--- src/rtl/uart_bus_arbiter.sv ---
`timescale 1ns / 1ps
`default_nettype none
// ============================================================================
// uart_bus_arbiter : round-robin share of one UART window between two
//                    native-bus requesters, registered response, timeout.
// Revision         : 1.0
// ============================================================================
module uart_bus_arbiter #(
  parameter int TIMEOUT_CYCLES = 4096
) (
  input  logic        clk,
  input  logic        resetn,
  input  logic        m0_valid,
  input  logic [3:0]  m0_wstrb,
  input  logic [31:0] m0_wdata,
  input  logic [31:0] m0_addr,
  output logic        m0_ready,
  output logic [31:0] m0_rdata,
  input  logic        m1_valid,
  input  logic [3:0]  m1_wstrb,
  input  logic [31:0] m1_wdata,
  input  logic [31:0] m1_addr,
  output logic        m1_ready,
  output logic [31:0] m1_rdata,
  output logic        s_valid,
  output logic        s_enable,
  output logic [3:0]  s_wstrb,
  output logic [31:0] s_wdata,
  output logic [31:0] s_addr,
  input  logic        s_ready,
  input  logic [31:0] s_rdata,
  output logic [1:0]  grant,
  output logic        err_timeout,
  input  logic        err_clr
);

  localparam logic [1:0]  c_st_idle  = 2'd0;
  localparam logic [1:0]  c_st_busy  = 2'd1;
  localparam logic [1:0]  c_st_resp  = 2'd2;
  localparam logic [1:0]  c_st_gap   = 2'd3;
  localparam logic [19:0] c_cnt_last = 20'(TIMEOUT_CYCLES - 1);

  logic [1:0]  r_state;
  logic [1:0]  w_state_nxt;
  logic [19:0] r_cnt;
  logic        r_last;
  logic [1:0]  r_grant;
  logic        r_s_valid;
  logic [3:0]  r_s_wstrb;
  logic [31:0] r_s_wdata;
  logic [31:0] r_s_addr;
  logic        r_m0_ready;
  logic        r_m1_ready;
  logic [31:0] r_m0_rdata;
  logic [31:0] r_m1_rdata;
  logic        r_err;

  logic        w_any;
  logic        w_pick1;
  logic        w_hit;
  logic        w_done;
  logic        w_abort;
  logic        w_s_valid_nxt;
  logic [1:0]  w_grant_nxt;
  logic        w_m0_ready_nxt;
  logic        w_m1_ready_nxt;
  logic [31:0] w_rdata_nxt;
  logic        w_err_nxt;

  // r_last holds the index of the previous winner; the other side wins a tie.
  assign w_any   = m0_valid | m1_valid;
  assign w_pick1 = m1_valid & (~m0_valid | ~r_last);
  assign w_hit   = (r_cnt == c_cnt_last);
  assign w_done  = (r_state == c_st_busy) & (s_ready | w_hit);
  assign w_abort = (r_state == c_st_busy) & ~s_ready & w_hit;

  always_ff @(posedge clk) begin
    if (!resetn) begin
      r_state <= c_st_idle;
    end else begin
      r_state <= w_state_nxt;
    end
  end

  always_comb begin
    w_state_nxt = r_state;
    case (r_state)
      c_st_idle: if (w_any) w_state_nxt = c_st_busy;
      c_st_busy: if (s_ready | w_hit) w_state_nxt = c_st_resp;
      c_st_resp: w_state_nxt = c_st_gap;
      default:   w_state_nxt = c_st_idle;
    endcase
  end

  always_comb begin
    w_s_valid_nxt = 1'b0;
    w_grant_nxt   = r_grant;
    case (r_state)
      c_st_idle: begin
        w_s_valid_nxt = w_any;
        w_grant_nxt   = w_any ? {w_pick1, ~w_pick1} : 2'b00;
      end
      c_st_busy: w_s_valid_nxt = ~w_done;
      default:   w_grant_nxt   = 2'b00;
    endcase
    w_m0_ready_nxt = w_done & r_grant[0];
    w_m1_ready_nxt = w_done & r_grant[1];
    // A UART answer on the limit cycle still counts as success.
    w_rdata_nxt    = s_ready ? s_rdata : 32'hFFFF_FFFF;
    w_err_nxt      = w_abort ? 1'b1 : (err_clr ? 1'b0 : r_err);
  end

  always_ff @(posedge clk) begin
    if (!resetn) begin
      r_cnt      <= '0;
      r_last     <= 1'b1;
      r_grant    <= 2'b00;
      r_s_valid  <= 1'b0;
      r_s_wstrb  <= '0;
      r_s_wdata  <= '0;
      r_s_addr   <= '0;
      r_m0_ready <= 1'b0;
      r_m1_ready <= 1'b0;
      r_m0_rdata <= '0;
      r_m1_rdata <= '0;
      r_err      <= 1'b0;
    end else begin
      r_s_valid  <= w_s_valid_nxt;
      r_grant    <= w_grant_nxt;
      r_m0_ready <= w_m0_ready_nxt;
      r_m1_ready <= w_m1_ready_nxt;
      r_m0_rdata <= w_m0_ready_nxt ? w_rdata_nxt : 32'd0;
      r_m1_rdata <= w_m1_ready_nxt ? w_rdata_nxt : 32'd0;
      r_err      <= w_err_nxt;
      if ((r_state == c_st_idle) && w_any) begin
        r_last    <= w_pick1;
        r_cnt     <= '0;
        r_s_wstrb <= w_pick1 ? m1_wstrb : m0_wstrb;
        r_s_wdata <= w_pick1 ? m1_wdata : m0_wdata;
        r_s_addr  <= w_pick1 ? m1_addr  : m0_addr;
      end else if ((r_state == c_st_busy) && !w_done) begin
        r_cnt <= r_cnt + 20'd1;
      end
    end
  end

  assign s_valid     = r_s_valid;
  assign s_enable    = r_s_valid;
  assign s_wstrb     = r_s_wstrb;
  assign s_wdata     = r_s_wdata;
  assign s_addr      = r_s_addr;
  assign grant       = r_grant;
  assign m0_ready    = r_m0_ready;
  assign m1_ready    = r_m1_ready;
  assign m0_rdata    = r_m0_rdata;
  assign m1_rdata    = r_m1_rdata;
  assign err_timeout = r_err;

endmodule
`default_nettype wire

--- config.mk ---
export PLATFORM = sky130hd
export DESIGN_NAME = uart_bus_arbiter
export DESIGN_NICKNAME = d
export VERILOG_FILES = /design/src/rtl/uart_bus_arbiter.sv
export SDC_FILE = /design/constraint.sdc
export NUM_CORES = 1
export LEC_CHECK = 0
export CORE_UTILIZATION = 45
export CTS_BUF_LIST = sky130_fd_sc_hd__clkbuf_4
export DETAILED_ROUTE_END_ITERATION = 12
export PLACE_DENSITY = 0.95
export SYNTH_ARGS = -nofsm -noshare
export SYNTH_HDL_FRONTEND = slang
export SYNTH_SLANG_ARGS = --single-unit
--- constraint.sdc ---
create_clock -name clk -period 3.1 [get_ports clk]
set_input_delay 0.62 -clock clk [delete_from_list [all_inputs] [get_ports clk]]
set_output_delay 0.62 -clock clk [all_outputs]
set_load 0.02 [all_outputs]
**After elaboration in Yosys (flattened, before gate mapping)**

Cells that the tools add are included.

- Logic and storage cells: 55
- Output and inout bits: 139
- Bits in registers: 161

- Add/sub/neg operators: 1
- Reductions and logical operators: 9
- Multiplexer cells: 12
- Eq/ne operators: 5
- Bitwise gates (word level): 15

Operator list:

| cell | number |
|---|---|
| $mux 32 | 3 |
| $add 20x1->20 const B | 1 |
| $eq 20x12->1 const B | 1 |
| $and 1x1->1 | 6 |
| $mux 2 | 3 |
| $not 1->1 | 6 |
| $pmux 2 s3 | 1 |
| $reduce_and 2->1 | 3 |
| $mux 4 | 1 |
| $ne 2x2->1 const B | 2 |
| $pmux 2 s2 | 1 |
| $or 1x1->1 | 3 |
| $eq 2x1->1 const B | 1 |
| $eq 2x2->1 const B | 1 |
| $logic_and 1x1->1 | 2 |
| $logic_not 2->1 | 1 |
| $mux 1 | 2 |
| $pmux 1 s2 | 1 |
| $reduce_bool 2->1 | 1 |
| $reduce_or 2->1 | 1 |
| $logic_not 1->1 | 1 |

**Longest topological paths before layout**

Gate-level depths: netlist of run 1.

- Depth in word-level cells: 6
- Depth in mapped cells: 8

**Worst setup path before layout of run 1**

No wires, ideal clock.

- Path type: input to register
- Start point: input s_ready
- End point: register r_cnt[13]
- Library setup time: 72 ps
- Stages on the path: 6
- Path buffers: 1
- Data required time: 3,028 ps
- Arrival: 1,857 ps
- Setup slack: 1,172 ps
- Cell sequence: clkbuf_1 > nand2b_1 > nor4_2 > o211ai_2 > or3_1 > a21oi_1

- Cells in the longest elaborated chain, start to end: 4

Ends and longest elaborated chain:

| item | RTL line | text |
|---|---|---|
| start: declaration | 30 | `input logic s_ready,` |
| $or 1x1->1 | 74 | `assign w_done = (r_state == c_st_busy) & (s_ready \| w_hit);` |
| $and 1x1->1 | 74 |  |
| $logic_not 1->1 | 141 | `end else if ((r_state == c_st_busy) && !w_done) begin` |
| $logic_and 1x1->1 | 141 |  |
| end signal: assignment | 142 | `r_cnt <= r_cnt + 20'd1;` |
| end: declaration | 45 | `logic [19:0] r_cnt;` |

No other way between the ends.
A chain may end at the register's enable or synchronous reset.

**Worst setup path after layout of run 1**

- Start point: register r_grant[1] (netlist: grant[1])
- End point: output grant[1]

RTL lines:

| item | RTL line | text |
|---|---|---|
| start: declaration | 47 | `logic [1:0] r_grant;` |
| start signal: assignment | 129 | `r_grant <= w_grant_nxt;` |
| end: declaration | 32 | `output logic [1:0] grant,` |

No word-level cell between the ends.

==> insert_results.sql, run 1 <==
INSERT INTO impl_metrics (metric_group, metric, value, unit) VALUES
('critical_path', 'worstPathCellList', 'clkdlybuf4s50_1', ''),
('critical_path', 'r2r_setup_slack', '0.98', 'ns'),
('detailed_routing', 'antenna_left', '0', ''),
('critical_path', 'critical-path-max-stage-delay', '0.68', 'ns'),
('synth', 'post_synthesis_share_of_cell_area_spent_on_xor_and_xnor_gates', '1.39', '%'),
('place', 'finalWeightedCongestion', '0.856', ''),
('global_route', 'globalRoute.totalOverflow', '0', ''),
('min_path', 'hold_path.startpoint', 'resetn', ''),
('critical_path', 'crit_slowest_cell', 'sky130_fd_sc_hd__clkdlybuf4s50_1', ''),
('critical_path', 'timing.critical_path.from_type', 'flip-flop', ''),
('floorplanning', 'core_region_area', '13500', 'um^2'),
('synth', 'synth_flop_cell', 'sky130_fd_sc_hd__dfxtp_1', ''),
('synth', 'yosys-mux-area-fraction', '9.99', '%'),
('place', 'placed_area', '9560', 'um^2'),
('min_path', 'worst_hold_path.num_cells', '2', ''),
('floorplanning', 'number_of_standard_cell_rows_in_the_floorplan', '42', ''),
('critical_path', 'timing.critical_path.max_delay_family', 'buffers and inverters', ''),
('detailed_routing', 'detailedRoute.firstPassIterationCount', '4', ''),
('clock_network', 'clkSinkCount', '161', ''),
('synth', 'synthesis.instances', '645', ''),
('critical_path', 'crit-reg2reg-launch', 'r_cnt[3]', ''),
('floorplanning', 'die_width', '120', 'um'),
('place', 'dp_hpwl', '14300', 'um'),
('detailed_routing', 'avgViaCountPerCell', '5.24', ''),
('clock_network', 'cts_buffer_depth', '2', ''),
('min_path', 'hold_path_end', 'r_last', ''),
('timing', 'period_share', '73.3', '%'),
('floorplanning', 'die-height', '120', 'um'),
('final_layout', 'design.final.nets', '1114', ''),
('clock_network', 'cts_htree_levels', '4', ''),
('global_route', 'largest_net_degree_at_the_start_of_global_routing', '123', ''),
('global_route', 'vias_in_the_first_global_route', '5731', ''),
('min_path', 'worst_hold_path_type', 'input port to flip-flop', ''),
('critical_path', 'crit_type', 'flip-flop to output pin', ''),
('synth', 'mean_instance_size_in_the_synthesized_netlist', '9.78', 'um^2'),
('global_route', 'grt_first_pass_wirelength', '28700', 'um'),
('synth', 'synth_warnings', '0', ''),
('clock_network', 'numCtsBuffers', '17', ''),
('clock_network', 'post-cts-setup-buffer-count', '0', ''),
('critical_path', 'cp.required', '2.48', 'ns'),
('detailed_routing', 'initial_drc_count', '332', ''),
('timing', 'setup_tns', '0', 'ns'),
('critical_path', 'reg2reg_to', 'm1_rdata[11]', ''),
('timing', 'clock_skew', '0.0177', 'ns'),
('timing', 'worstMarginPinSlew', '0.731', 'ns'),
('clock_network', 'clkSlewWorstSetupHoldPaths', '0.14', 'ns'),
('floorplanning', 'initial_utilization', '46.9', '%'),
('outcome', 'status', 'complete, no violations', ''),
('critical_path', 'cp.buffers_inverters', '1', ''),
('critical_path', 'timing.critical_path.arrival', '1.65', 'ns'),
('floorplanning', 'ios', '313', ''),
('floorplanning', 'die_outline_area', '14500', 'um^2'),
('critical_path', 'critPathCaptureType', 'output pin', ''),
('power_and_ir_drop', 'ir_worst_vdd', '0.000411', 'V'),
('synth', 'combinational_family_with_the_most_area_after_synthesis', 'compound AO/OA/AOI/OAI gates', ''),
('timing', 'grt_setup_unrepaired', 'no', ''),
('synth', 'proportion_of_register_bits_with_asynchronous_set_or_reset_after_synthesis', '0', '%'),
('synth', 'syn_nets', '824', ''),
('synth', 'yosysUniqueCellTypes', '40', ''),
('timing', 'finalWorstPathRequiredPeriod', '2.27', 'ns'),
('detailed_routing', 'routed-via-count', '5898', ''),
('timing', 'final_hold_viol_count', '0', ''),
('synth', 'synth_most_common_cell', 'sky130_fd_sc_hd__dfxtp_1', ''),
('clock_network', 'postCtsResizedCells', '0', ''),
('synth', 'synth_adder_area_share', '0.991', '%'),
('synth', 'synth.largest_area_cell', 'sky130_fd_sc_hd__dfxtp_1', ''),
('global_route', 'grt_use_total', '25.9', '%'),
('synth', 'simple_logic_cell_fraction_of_the_synthesized_area', '13.1', '%'),
('clock_network', 'tritoncts', 'built', ''),
('final_layout', 'share_of_post_route_cells_with_drive_strength_above_1', '5.49', '%'),
('place', 'port_buffers', '312', '');
-- cells by family (layout without fill, tap and decap cells) --
kind of cell | count (synthesis) | in the layout
adders and majority gates | 5 | 5
buffers and inverters | 58 | 361
DFF | 161 | 161
xor gates and xnor gates | 10 | 10
AOI/OAI and AO/OA | 165 | 165
muxes | 63 | 63
other | 0 | 1
and+or+nand+nor | 183 | 183
-- power breakdown --
part,switching (mW),internal (mW),total (mW)
clock,0.827,0.441,1.27
combinational,1.34,1.23,2.57
sequential,0.203,2.43,2.63
total,2.37,4.10,6.47
-- final cells by class --
cell class / instances / area [um^2]
Antenna cell: 1 / 2.50
Clock inverter: 15 / 163
Multi-Input combinational cell: 426 / 2860
Sequential cell: 161 / 3220
Clock buffer: 17 / 128
Tap cell: 176 / 220
Timing Repair Buffer: 323 / 3230
Fill cell: 1024 / 3600
Inverter: 6 / 22.5
-- cell usage in the layout, fill, tap and decap left out, types with 2 or more instances in the layout --
master and n:
sky130_fd_sc_hd__xor2_1 9, sky130_fd_sc_hd__buf_12 2, sky130_fd_sc_hd__ha_1 5, sky130_fd_sc_hd__mux2i_1 63, sky130_fd_sc_hd__clkbuf_4 17, sky130_fd_sc_hd__o211a_1 61
sky130_fd_sc_hd__nor3_1 5, sky130_fd_sc_hd__nand3_1 13, sky130_fd_sc_hd__o21ai_0 10, sky130_fd_sc_hd__clkdlybuf4s50_1 311, sky130_fd_sc_hd__nor2b_1 11, sky130_fd_sc_hd__inv_8 7
sky130_fd_sc_hd__a21oi_1 75, sky130_fd_sc_hd__inv_6 3, sky130_fd_sc_hd__a222oi_1 7, sky130_fd_sc_hd__or3_1 5, sky130_fd_sc_hd__nor2_1 19, sky130_fd_sc_hd__a21o_1 2
sky130_fd_sc_hd__nand4_1 3, sky130_fd_sc_hd__or4_1 2, sky130_fd_sc_hd__nand2b_1 2, sky130_fd_sc_hd__nor4_1 2, sky130_fd_sc_hd__o21ai_2 2, sky130_fd_sc_hd__buf_4 9
sky130_fd_sc_hd__nand2_1 106, sky130_fd_sc_hd__clkinvlp_4 2, sky130_fd_sc_hd__and3_1 6, sky130_fd_sc_hd__dfxtp_1 161, sky130_fd_sc_hd__and2_1 3, sky130_fd_sc_hd__inv_1 6
-- per-stage QoR --
stage	hold WS [ns]	util, %	total power, mW	std cells	setup slack, ns
floorplan	0.452	-	4.04	645	1.17
global placement	0.471	71.0	5.20	1092	0.722
detailed placement	0.485	71.0	5.26	1092	0.642
CTS	0.414	73.2	6.54	1124	0.764
global route	0.453	73.2	6.79	1124	0.745
finish	0.476	73.2	6.47	1125	0.829
-- worst max-delay path by stage --
stage | endpoint | cells past startpoint
floorplan | r_cnt[13] | 6
global placement | s_wdata[28] | 6
detailed placement | s_wdata[30] | 6
CTS | grant[1] | 1
global route | grant[1] | 1
finish | grant[1] | 1
-- flip-flops by register name (all words and copies together) (netlist names), 2 cells and up --
name and cells:
m0_rdata 32, m1_rdata 32, grant 2, s_wdata 32
s_wstrb 4, s_addr 32, r_cnt 20, r_state 2
-- layer usage --
metal  wire length (um)  GRT usage, %  up-vias
met5                  0             0        -
met4                531          13.0        0
met3               1180          6.42       33
met2              10300          48.4      239
met1               6890          26.6     2751
li1                   -             -     2875
(Power assumes the default switching activity.)
==> run 2: changes to the inputs <==
--- a/config.mk
+++ b/config.mk
@@ -5,10 +5,10 @@
 export SDC_FILE = /design/constraint.sdc
 export NUM_CORES = 1
 export LEC_CHECK = 0
-export CORE_UTILIZATION = 45
+export CORE_UTILIZATION = 38
 export CTS_BUF_LIST = sky130_fd_sc_hd__clkbuf_4
 export DETAILED_ROUTE_END_ITERATION = 12
-export PLACE_DENSITY = 0.95
+export PLACE_DENSITY = 0.86
 export SYNTH_ARGS = -nofsm -noshare
 export SYNTH_HDL_FRONTEND = slang
 export SYNTH_SLANG_ARGS = --single-unit
==> constraint.sdc (replaced) <==
create_clock -name clk -period 1.91 [get_ports clk]
set_input_delay 0.382 -clock clk [delete_from_list [all_inputs] [get_ports clk]]
set_output_delay 0.382 -clock clk [all_outputs]
set_load 0.02 [all_outputs]
==> insert_results.sql, run 2 (synthesized netlist as in run 1, its figures left out) <==
INSERT INTO impl_metrics (metric_group, metric, value, unit) VALUES
('detailed_routing', 'wl_met1', '6770', 'um'),
('floorplanning', 'die-height', '131', 'um'),
('final_layout', 'share_of_post_route_cells_with_drive_strength_above_1', '10.6', '%'),
('detailed_routing', 'routed-via-count', '5931', ''),
('clock_network', 'numCtsBuffers', '17', ''),
('final_layout', 'design.final.nets', '1151', ''),
('min_path', 'worst_hold_path_type', 'input port to flip-flop', ''),
('place', 'dp_hpwl', '13900', 'um'),
('critical_path', 'timing.critical_path.arrival', '2.26', 'ns'),
('timing', 'final-setup-viol-count', '0', ''),
('clock_network', 'cts-root-buf', 'sky130_fd_sc_hd__clkbuf_4', ''),
('clock_network', 'cts_htree_levels', '4', ''),
('timing', 'period_share', '93.2', '%'),
('final_layout', 'layout-area-overhead-vs-synth', '61.4', '%'),
('critical_path', 'crit_type', 'flip-flop to flip-flop', ''),
('detailed_routing', 'dr.max_layer_used', 'met5', ''),
('global_route', 'grt_use_total', '21.5', '%'),
('min_path', 'worst_hold_path.num_cells', '2', ''),
('detailed_routing', 'met2RoutedLength', '9680', 'um'),
('timing', 'slew_headroom', '70.2', '%'),
('critical_path', 'critical-path-max-stage-delay', '0.53', 'ns'),
('clock_network', 'tritoncts', 'built', ''),
('global_route', 'largest_net_degree_at_the_start_of_global_routing', '65', ''),
('floorplanning', 'die_outline_area', '17100', 'um^2'),
('timing', 'clock_skew', '0.0181', 'ns'),
('timing', 'worstMarginPinSlew', '0.447', 'ns'),
('critical_path', 'timing.critical_path.max_delay_family', 'simple AND/OR/NAND/NOR gates', ''),
('final_layout', 'mostFrequentLayoutCell', 'sky130_fd_sc_hd__clkdlybuf4s50_1', ''),
('critical_path', 'cp.required', '2.39', 'ns'),
('timing', 'timing.final.max_slew_violations', '0', ''),
('power_and_ir_drop', 'ir_worst_vdd', '0.000655', 'V'),
('final_layout', 'layout_common_cells', 'sky130_fd_sc_hd__clkdlybuf4s50_1 (172), sky130_fd_sc_hd__dfxtp_1 (153), sky130_fd_sc_hd__dlygate4sd2_1 (125)', ''),
('floorplanning', 'ios', '313', ''),
('floorplanning', 'core_region_area', '16100', 'um^2'),
('global_route', 'globalRoute.totalOverflow', '0', ''),
('detailed_routing', 'avgViaCountPerCell', '4.93', ''),
('place', 'port_buffers', '312', ''),
('global_route', 'vias_in_the_first_global_route', '5702', ''),
('timing', 'grt_setup_unrepaired', 'no', ''),
('timing', 'achievable_frequency', '562', 'MHz'),
('floorplanning', 'die_width', '131', 'um'),
('critical_path', 'critical_path_depth', '6', ''),
('global_route', 'grt_first_pass_wirelength', '28200', 'um'),
('detailed_routing', 'routed_wire_length_per_instance', '15.4', 'um'),
('clock_network', 'clkSinkCount', '161', ''),
('critical_path', 'cp.buffers_inverters', '1', ''),
('critical_path', 'crit_slowest_cell', 'sky130_fd_sc_hd__or4_4', ''),
('flow_run', 'drv.max_cap_violation_count', '0', ''),
('floorplanning', 'initial_utilization', '39.3', '%'),
('power_and_ir_drop', 'power_density', '1010', 'nW/um^2'),
('critical_path', 'critPathCaptureType', 'flip-flop', ''),
('clock_network', 'cts_buffer_depth', '2', ''),
('clock_network', 'worstSkewPairLatency', '0.55', 'ns'),
('power_and_ir_drop', 'power.static_leakage', '5.17', 'nW'),
('detailed_routing', 'wl_met3', '1520', 'um'),
('floorplanning', 'number_of_standard_cell_rows_in_the_floorplan', '46', ''),
('final_layout', 'filler_cell_count', '1335', ''),
('clock_network', 'cts.hold.buffers_added', '0', ''),
('detailed_routing', 'detailedRoute.firstPassIterationCount', '4', ''),
('place', 'placed_area', '9960', 'um^2'),
('timing', 'final_hold_viol_count', '0', ''),
('clock_network', 'clkSlewWorstSetupHoldPaths', '0.15', 'ns'),
('timing', 'setup_tns', '0', 'ns'),
('critical_path', 'timing.critical_path.from_type', 'flip-flop', ''),
('detailed_routing', 'drcViolationCount', '0', ''),
('global_route', 'number_of_antenna_violations_at_the_first_check_in_global_routing', '1', ''),
('critical_path', 'worstPathCellList', 'nand4_2 -> or4_4 -> buf_6 -> a221oi_4 -> nand3_1 -> o21ai_1', ''),
('detailed_routing', 'drt-total-wl', '18500', 'um'),
('detailed_routing', 'initial_drc_count', '286', ''),
('final_layout', 'fin_area', '10200', 'um^2'),
('timing', 'finalWorstPathRequiredPeriod', '1.78', 'ns'),
('critical_path', 'worstPathMaxFanout', '4', ''),
('place', 'finalWeightedCongestion', '0.887', ''),
('outcome', 'status', 'complete, no violations', ''),
('critical_path', 'depth_of_the_worst_register_to_register_path', '6', ''),
('detailed_routing', 'antenna_left', '0', '');
run 2: cell count changes in the layout (fill, tap and decap cells not counted), moves of 7 or more:
cell	before	now
sky130_fd_sc_hd__buf_12	2	9
sky130_fd_sc_hd__buf_4	9	38
sky130_fd_sc_hd__clkdlybuf4s50_1	311	172
sky130_fd_sc_hd__dfxtp_1	161	153
sky130_fd_sc_hd__dfxtp_2	0	8
sky130_fd_sc_hd__dlygate4sd2_1	0	125
sky130_fd_sc_hd__dlymetal6s2s_1	0	14
run 2: path summary, 6_finish.rpt:
path | startpoint | end | slack [ns]
min reg2reg | r_state[1] | r_state[1] | 0.49
max reg2reg | r_cnt[6] | r_state[1] | 0.13
max | r_cnt[6] | r_state[1] | 0.13
min | resetn | err_timeout | 0.17
run 2: report_power, final:
group	leakage (nW)	internal (mW)	switching, mW
Clock	0.154	0.602	1.38
Combinational	3.70	1.79	2.23
Sequential	1.32	3.95	0.291
run 2: routing by layer:
layer / vias up / track usage [%]
li1: 2939 / -
met2: 219 / 38.7
met4: 2 / 8.59
met3: 26 / 8.10
met1: 2745 / 22.5
met5: - / 0
run 2: timing repair:
item,in CTS,in global routing
resized for setup,126,31
setup endpoints to repair,126,35
setup buffers,0,2
pin swaps,0,4
run 2: per-stage QoR:
| stage | cells | total power, mW | utilization, % | setup slack, ns | hold WS (ns) |
|---|---|---|---|---|---|
| 2_1_floorplan | 645 | 6.56 | - | 0.103 | 0.452 |
| 5_1_grt | 1201 | 10.9 | 63.4 | 0.00183 | 0.109 |
| 6_report | 1202 | 10.2 | 63.4 | 0.130 | 0.166 |
| 3_3_place_gp | 1167 | 8.65 | 62.0 | -0.118 | 0.478 |
| 3_5_place_dp | 1167 | 8.75 | 62.0 | -0.175 | 0.486 |
| 4_1_cts | 1199 | 10.3 | 62.8 | 0.00125 | 0.119 |
run 2: area by class of cell:
type                       count  area (um^2)  area share, %
clock inverter                15          159           1.56
clock buffer                  17          128           1.25
antenna                        1         2.50         0.0246
tap                          216          270           2.65
sequential                   161         3230           31.7
multi-input combinational    426         2900           28.4
timing repair buffer         360         3470           34.1
inverter                       6         22.5          0.221
